`src/rtl/pixel_sequencer.sv`:
```
// Frame sequencer for the pixel array: ERASE/EXPOSE/CONVERT phases with a ramp-ADC code counter,
// then row-by-row readout over valid/ready. Define PIXEL_SEQ_CONTINUOUS_EN for free-running frames.
module pixel_sequencer #(
   parameter int unsigned ADC_BITS     = 8,
   parameter int unsigned ROWS         = 4,
   parameter int unsigned ERASE_CYCLES = 5,
   parameter int unsigned EXP_W        = 16,
   localparam int unsigned ROW_W       = (ROWS > 1) ? $clog2(ROWS) : 1
) (
   input  logic                clk,
   input  logic                rst_n,
   input  logic                start,
   input  logic                abort,
   input  logic [EXP_W-1:0]    expose_time,
   input  logic [ADC_BITS-1:0] data_in,
   output logic                erase,
   output logic                expose,
   output logic                convert,
   output logic [ADC_BITS-1:0] adc_code,
   output logic [ROWS-1:0]     read,
   output logic [ADC_BITS-1:0] out_data,
   output logic [ROW_W-1:0]    out_row,
   output logic                out_valid,
   input  logic                out_ready,
   output logic                busy,
   output logic                frame_done
);

   typedef enum logic [2:0] {
      StIdle,
      StErase,
      StExpose,
      StConvert,
      StRsel,
      StRcap,
      StRwait,
      StDone
   } state_e;

   localparam int unsigned         ERASE_W    = $clog2(ERASE_CYCLES + 1);
   localparam logic [ERASE_W-1:0]  ERASE_LOAD = ERASE_W'(ERASE_CYCLES - 1);
   localparam logic [ADC_BITS-1:0] CODE_MAX   = '1;
   localparam logic [ROW_W-1:0]    ROW_LAST   = ROW_W'(ROWS - 1);

   state_e             state_q;
   logic [ERASE_W-1:0] erase_cnt_q;
   logic [EXP_W-1:0]   exp_len_q;
   logic [EXP_W-1:0]   exp_cnt_q;
   logic [ROW_W-1:0]   row_q;
   logic [EXP_W-1:0]   exp_len_d;

   // Zero exposure is promoted to one cycle so EXPOSE is never skipped.
   assign exp_len_d = (expose_time == '0) ? EXP_W'(1) : expose_time;

   function automatic logic [ROWS-1:0] row_sel(input logic [ROW_W-1:0] r);
      return ROWS'(1) << r;
   endfunction

   always_ff @(posedge clk or negedge rst_n) begin
      if (!rst_n) begin
         state_q     <= StIdle;
         erase_cnt_q <= '0;
         exp_len_q   <= '0;
         exp_cnt_q   <= '0;
         row_q       <= '0;
         erase       <= 1'b0;
         expose      <= 1'b0;
         convert     <= 1'b0;
         adc_code    <= '0;
         read        <= '0;
         out_data    <= '0;
         out_row     <= '0;
         out_valid   <= 1'b0;
         busy        <= 1'b0;
         frame_done  <= 1'b0;
      end else if (abort) begin
         // Abort drops everything, including a pending OUT_VALID, and beats START.
         state_q     <= StIdle;
         erase_cnt_q <= '0;
         exp_len_q   <= '0;
         exp_cnt_q   <= '0;
         row_q       <= '0;
         erase       <= 1'b0;
         expose      <= 1'b0;
         convert     <= 1'b0;
         adc_code    <= '0;
         read        <= '0;
         out_data    <= '0;
         out_row     <= '0;
         out_valid   <= 1'b0;
         busy        <= 1'b0;
         frame_done  <= 1'b0;
      end else begin
         frame_done <= 1'b0;
         unique case (state_q)
            StIdle: begin
               if (start) begin
                  state_q     <= StErase;
                  erase       <= 1'b1;
                  busy        <= 1'b1;
                  erase_cnt_q <= ERASE_LOAD;
                  exp_len_q   <= exp_len_d;
               end
            end
            StErase: begin
               if (erase_cnt_q == '0) begin
                  state_q   <= StExpose;
                  erase     <= 1'b0;
                  expose    <= 1'b1;
                  exp_cnt_q <= exp_len_q - 1'b1;
               end else begin
                  erase_cnt_q <= erase_cnt_q - 1'b1;
               end
            end
            StExpose: begin
               if (exp_cnt_q == '0) begin
                  state_q  <= StConvert;
                  expose   <= 1'b0;
                  convert  <= 1'b1;
                  adc_code <= '0;
               end else begin
                  exp_cnt_q <= exp_cnt_q - 1'b1;
               end
            end
            StConvert: begin
               if (adc_code == CODE_MAX) begin
                  state_q  <= StRsel;
                  convert  <= 1'b0;
                  adc_code <= '0;
                  row_q    <= '0;
                  read     <= row_sel('0);
               end else begin
                  adc_code <= adc_code + 1'b1;
               end
            end
            StRsel: begin
               state_q <= StRcap;
            end
            StRcap: begin
               state_q   <= StRwait;
               out_data  <= data_in;
               out_row   <= row_q;
               out_valid <= 1'b1;
            end
            StRwait: begin
               if (out_valid && out_ready) begin
                  out_valid <= 1'b0;
                  if (row_q == ROW_LAST) begin
                     state_q    <= StDone;
                     read       <= '0;
                     frame_done <= 1'b1;
                  end else begin
                     state_q <= StRsel;
                     row_q   <= row_q + 1'b1;
                     read    <= row_sel(row_q + 1'b1);
                  end
               end
            end
            StDone: begin
`ifdef PIXEL_SEQ_CONTINUOUS_EN
               // Free-running: restart with the exposure latched at the last START.
               state_q     <= StErase;
               erase       <= 1'b1;
               erase_cnt_q <= ERASE_LOAD;
`else
               state_q <= StIdle;
               busy    <= 1'b0;
`endif
            end
            default: begin
               state_q <= StIdle;
            end
         endcase
      end
   end

endmodule

```
`config.mk`:
```
export PLATFORM = sky130hd
export DESIGN_NAME = pixel_sequencer
export DESIGN_NICKNAME = d
export VERILOG_FILES = /design/src/rtl/pixel_sequencer.sv
export SDC_FILE = /design/constraint.sdc
export NUM_CORES = 1
export LEC_CHECK = 0
export ABC_AREA = 1
export CORE_MARGIN = 2
export CORE_UTILIZATION = 55
export CTS_CLUSTER_SIZE = 16
export DETAILED_ROUTE_END_ITERATION = 16
export PLACE_DENSITY = 0.9
export SYNTH_ARGS = -nofsm -noshare
export SYNTH_HDL_FRONTEND = slang
export SYNTH_SLANG_ARGS = --single-unit
```
`constraint.sdc`:
```
create_clock -name clk -period 2.1 [get_ports clk]
set_clock_uncertainty 0.1 [all_clocks]
set_input_delay 0.21 -clock clk [delete_from_list [all_inputs] [get_ports clk]]
set_output_delay 0.21 -clock clk [all_outputs]
set_load 0.005 [all_outputs]
```
==> After elaboration in Yosys (flattened, before gate mapping) <==
Cells that the tools add are included.
{ "totals": {"regBits": 68, "in_bits": 29, "out_inout_bits": 28} }
{ "classes": {"addsub": 5, "eq_ne": 17, "shifts": 1, "n_mux": 59, "reduce_logical": 26} }
{ "ops": {"columns": ["operator", "n"], "rows": [
  ["$mux 16", 7],
  ["$mux 8", 5],
  ["$logic_not 16->1", 2],
  ["$pmux 16 s2", 1],
  ["$sub 16x1->16 const B", 2],
  ["$mux 3", 9],
  ["$ne 3x3->1 const B", 8],
  ["$pmux 3 s8", 1],
  ["$reduce_and 3->1", 6],
  ["$reduce_bool 3->1", 6],
  ["$mux 1", 16],
  ["$mux 4", 4],
  ["$pmux 8 s2", 1],
  ["$mux 2", 7],
  ["$eq 3x3->1 const B", 4],
  ["$pmux 1 s2", 5],
  ["$add 8x1->8 const B", 1],
  ["$eq 8x8->1 const B", 1],
  ["$pmux 4 s2", 1],
  ["$reduce_and 2->1", 4],
  ["$eq 3x2->1 const B", 2],
  ["$logic_not 3->1", 2],
  ["$pmux 3 s2", 1],
  ["$reduce_bool 2->1", 3],
  ["9 further kinds", 9]
]} }

==> Depth between registers and ports, before layout <==
{ "depth": {"depth_word": 6, "mapped_depth": 13, "ltp_nobuf": 12} }

==> Worst setup path before layout <==
No wires, ideal clock.
{ "synth_path": {"path_kind": "register to register", "from": "register state_q[2]", "to": "register exp_cnt_q[12]", "setup_ns": 0.117, "arrival_ns": 1.677, "setup_slack_ns": 0.206, "path_stages_with_launch": 11, "period_less_slack_ns": 1.894, "cell_sequence": "dfrtp_1 -> inv_4 -> nand3_4 -> buf_12 -> o21ai_4 -> ha_1 -> nand3_4 -> nor2_4 -> nand3_1 -> nand3_1 -> nand2_1"} }
{ "synth_between": {"elab_chain_cells": 3, "word_cells_on_any_way": 8, "cone_classes": "eq/ne (4); mux (2); reduce/logical (2)"} }
{ "synth_lines": {"columns": ["element", "line", "rtl"], "rows": [
  ["start, declared", "45", "state_e state_q;"],
  ["start signal, assigned", "61", "state_q <= StIdle;"],
  ["start signal, assigned", "78", "state_q <= StIdle;"],
  ["start signal, assigned", "98", "state_q <= StErase;"],
  ["$eq 3x2->1 / $eq 3x1->1 (equally long branches)", "95", "unique case (state_q)"],
  ["$ne 3x3->1 (no source line), or another cell as far along", null, null],
  ["$reduce_and 3->1 (no source line) / $mux 16 (equally long branches)", null, null],
  ["end signal, assigned", "110", "exp_cnt_q <= exp_len_q - 1'b1;"],
  ["end signal, assigned", "122", "exp_cnt_q <= exp_cnt_q - 1'b1;"],
  ["end, declared", "48", "logic [EXP_W-1:0] exp_cnt_q;"]
]} }
Parallel ways exist; a longest one is shown, timed or not.
A chain may end at the register's enable or synchronous reset.

==> Worst setup path after layout <==
{ "layout_path": {"from": "register state_q[2]", "to": "register exp_cnt_q[15]"} }
Same word-level chain as after synthesis.

==> results.sh <==
export IMPL_synth_compound_area_frac=0.107
export IMPL_design_die_area_um2=8060
export IMPL_gp_congestion=0.996
export IMPL_worst_pin_slew_ns=0.435
export IMPL_clock_latency_ns=0.34
export IMPL_final_cell_mix="nand2_1, dfrtp_1, nand3_1"
export IMPL_r2r_slack_ns=0.09
export IMPL_root_buffer="clkbuf_8"
export IMPL_grt_usage=0.266
export IMPL_placementRows=31
export IMPL_grt_pass1_vias=3806
export IMPL_post_dp_cell_area_um2=4730
export IMPL_die_x_um=89.8
export IMPL_end_kind="flip-flop"
export IMPL_yosysSeqAreaShare=0.420
export IMPL_htree_levels=3
export IMPL_start_util=0.564
export IMPL_status="finished, final reports clean"
export IMPL_core_area_um2=7180
export IMPL_viasPerCell=5.62
export IMPL_setup_violations=0
export IMPL_worstRegToRegCells=11
export IMPL_area_growth_pct=25.5
export IMPL_synthAdderAreaFrac=0.0247
export IMPL_relSlewSlack=0.709
export IMPL_slowest_delay_ns=0.41
export IMPL_vias=3931
export IMPL_drv_cap=0
export IMPL_wl_per_cell_um=14.9
export IMPL_worstPathCellList="inv_4 -> nand3_4 -> buf_4 -> nand2_1 -> nand2_4 -> nor2_2 -> nand2_1 -> nor2_2 -> nand3_1 -> nand3_1 -> nand2_1"
export IMPL_cpMostUsedCell="nand2_1"
export IMPL_dp_hpwl_um=7330
export IMPL_slew_violations=0
export IMPL_syn_area_um2=4050
export IMPL_syn_nets=555
export IMPL_grt_overflow=0
export IMPL_reg2reg_to="exp_cnt_q[15]$_DFFE_PN0P_"
export IMPL_synthXorXnorAreaFrac=0.0170
export IMPL_finalInstanceArea_um2=5080
export IMPL_drive_gt1_frac=0.173
export IMPL_synth_cell_types=41
export IMPL_cts_reportedPaths_clkPinSlew_ns=0.08
export IMPL_cts_num_sinks=68
export IMPL_hold_path_class="in2async"
export IMPL_synth_cells=518
export IMPL_finalHoldViolCount=0
export IMPL_final_nets=633
export IMPL_initialDrtViolationCount=398
export IMPL_avgSynthCellArea_um2=7.82
export IMPL_required_ns=2.24
export IMPL_crit_arrival_ns=2.15
export IMPL_grt_max_degree=69
export IMPL_placedCellCount=675
export IMPL_antennaDiodeCount=0
export IMPL_antenna_found_initial=0
export IMPL_yosys_warnings=0
export IMPL_cts_buffers=9
export IMPL_firstDrtPassIters=11
export IMPL_grt_pass1_wl_um=17600
export IMPL_power_density_nw_per_um2=1220
export IMPL_leakage_nw=2.55
export IMPL_clk_path_buf_depth=2
export IMPL_post_route_period_util=0.959
export IMPL_io_pins=57
export IMPL_cts_tree="yes"
export IMPL_synth_simple_gate_area_frac=0.336
export IMPL_clock_fmax_ghz=0.497
export IMPL_cp_start_kind="flip-flop"
export IMPL_synth_top_family_by_area="simple AND/OR/NAND/NOR gates"
export IMPL_slowest_stage="dfrtp_1"
export IMPL_cp_max_fo=10
export IMPL_final_common_cell="nand2_1"
export IMPL_postRouteAntennaNets=0
export IMPL_drc=0
export IMPL_numPortBuffers=56
export IMPL_period_minus_slack_ns=2.01
export IMPL_finalNonFillerCells=700
export IMPL_criticalPathCategory="reg2reg"
export IMPL_ys_seq_elements=68
export IMPL_r2r_start="state_q[2]$_DFFE_PN0P_"
export IMPL_synthMuxAreaShare=0
export IMPL_ir_drop_mv=0.736
export IMPL_floorplan_die_height_um=89.8
export IMPL_wl_um=10400
-- per-stage QoR --
step	hold slack, ns	utilization	total power, mW	setup WS (ns)	setup TNS (ns)
2_1_floorplan	-0.186	-	3.97	0.206	0
3_3_place_gp	0.156	0.660	4.53	0.169	0
3_5_place_dp	0.158	0.660	4.62	0.0917	0
4_1_cts	0.311	0.696	6.01	0.0404	0
5_1_grt	0.341	0.708	6.61	-0.0311	-0.111
6_report	0.320	0.708	6.18	0.0867	0
-- layout make-up --
cell class	instances	area (um2)
Multi-Input combinational cell	370	1980
Sequential cell	68	1700
Clock buffer	12	155
Clock inverter	4	95.1
Inverter	64	243
Fill cell	504	2090
Timing Repair Buffer	83	781
Tap cell	99	124
-- where the power goes --
group	internal (mW)	leakage, nW	switching [mW]	total [mW]
sequential	1.57	0.917	0.226	1.80
combinational	1.12	1.50	1.89	3.01
clock	0.853	0.127	0.511	1.36
total	3.55	2.55	2.63	6.18
-- Yosys cell counts (all sizes together) --
cell type,count,area [um2]
xor2,6,60.1
o31ai,1,7.51
a21oi,5,25.0
o211ai,1,7.51
xnor2,1,8.76
dfrtp,68,1700
o22ai,15,93.8
a21o,1,7.51
nand2,162,688
o311ai,1,8.76
o2bb2ai,1,8.76
a31oi,1,6.26
nor2,40,206
clkbuf,3,11.3
nor4,2,12.5
nand4,10,62.6
o21ai,43,249
o41ai,1,8.76
or2,2,12.5
inv,64,243
nand3,64,358
nor3,4,20.0
buf,13,131
a41o,1,10.0
ha,8,100
-- critical path, delay by kind of cell, from the launching register on --
family / cells / cell delay, ns
buffers and inverters: 2 / 0.33
DFF: 1 / 0.41
and+or+nand+nor: 9 / 1.06
-- metal layers --
layer	vias to the layer above	GRT usage	wire, um
met5	-	0	0
met4	0	0.0744	160
met3	20	0.0344	745
met2	196	0.444	5010
met1	1881	0.368	4510
li1	1834	-	-
-- flip-flops by register name (all words and copies together), names as in the netlist --
name	count
out_valid	1
out_data	8
out_row	2
expose	1
convert	1
busy	1
read	4
state_q	3
frame_done	1
row_q	2
exp_cnt_q	16
erase_cnt_q	3
exp_len_q	16
adc_code	8
erase	1
-- cells by family after synthesis --
kind of cell | after synthesis
buffers and inverters | 80
xor gates and xnor gates | 7
AOI/OAI and AO/OA | 71
adders and majority gates | 8
DFF | 68
and+or+nand+nor | 284
-- repair_timing --
item / in CTS / in global routing
endpoints found under the setup margin: 0 / 23
hold endpoints to repair: 68 / 0
hold buffers: 1 / 0
setup buffers: 0 / 8
gates resized for setup: 0 / 9
-- how the worst max path moves through the flow --
| stage | end | cells past startpoint | slack (ns) | from |
|---|---|---|---|---|
| 2_1_floorplan | exp_cnt_q[12]$_DFFE_PN0P_ | 10 | 0.21 | state_q[2]$_DFFE_PN0P_ |
| 3_3_place_gp | exp_cnt_q[15]$_DFFE_PN0P_ | 11 | 0.17 | state_q[2]$_DFFE_PN0P_ |
| 3_5_place_dp | row_q[0]$_DFFE_PN0P_ | 10 | 0.09 | adc_code[0]$_DFFE_PN0P_ |
| 4_1_cts | row_q[1]$_DFFE_PN0P_ | 10 | 0.04 | adc_code[0]$_DFFE_PN0P_ |
| 5_1_grt | exp_cnt_q[2]$_DFFE_PN0P_ | 11 | -0.03 | state_q[1]$_DFFE_PN0P_ |
| 6_report | exp_cnt_q[15]$_DFFE_PN0P_ | 11 | 0.09 | state_q[2]$_DFFE_PN0P_ |
(Power assumes the default switching activity.)
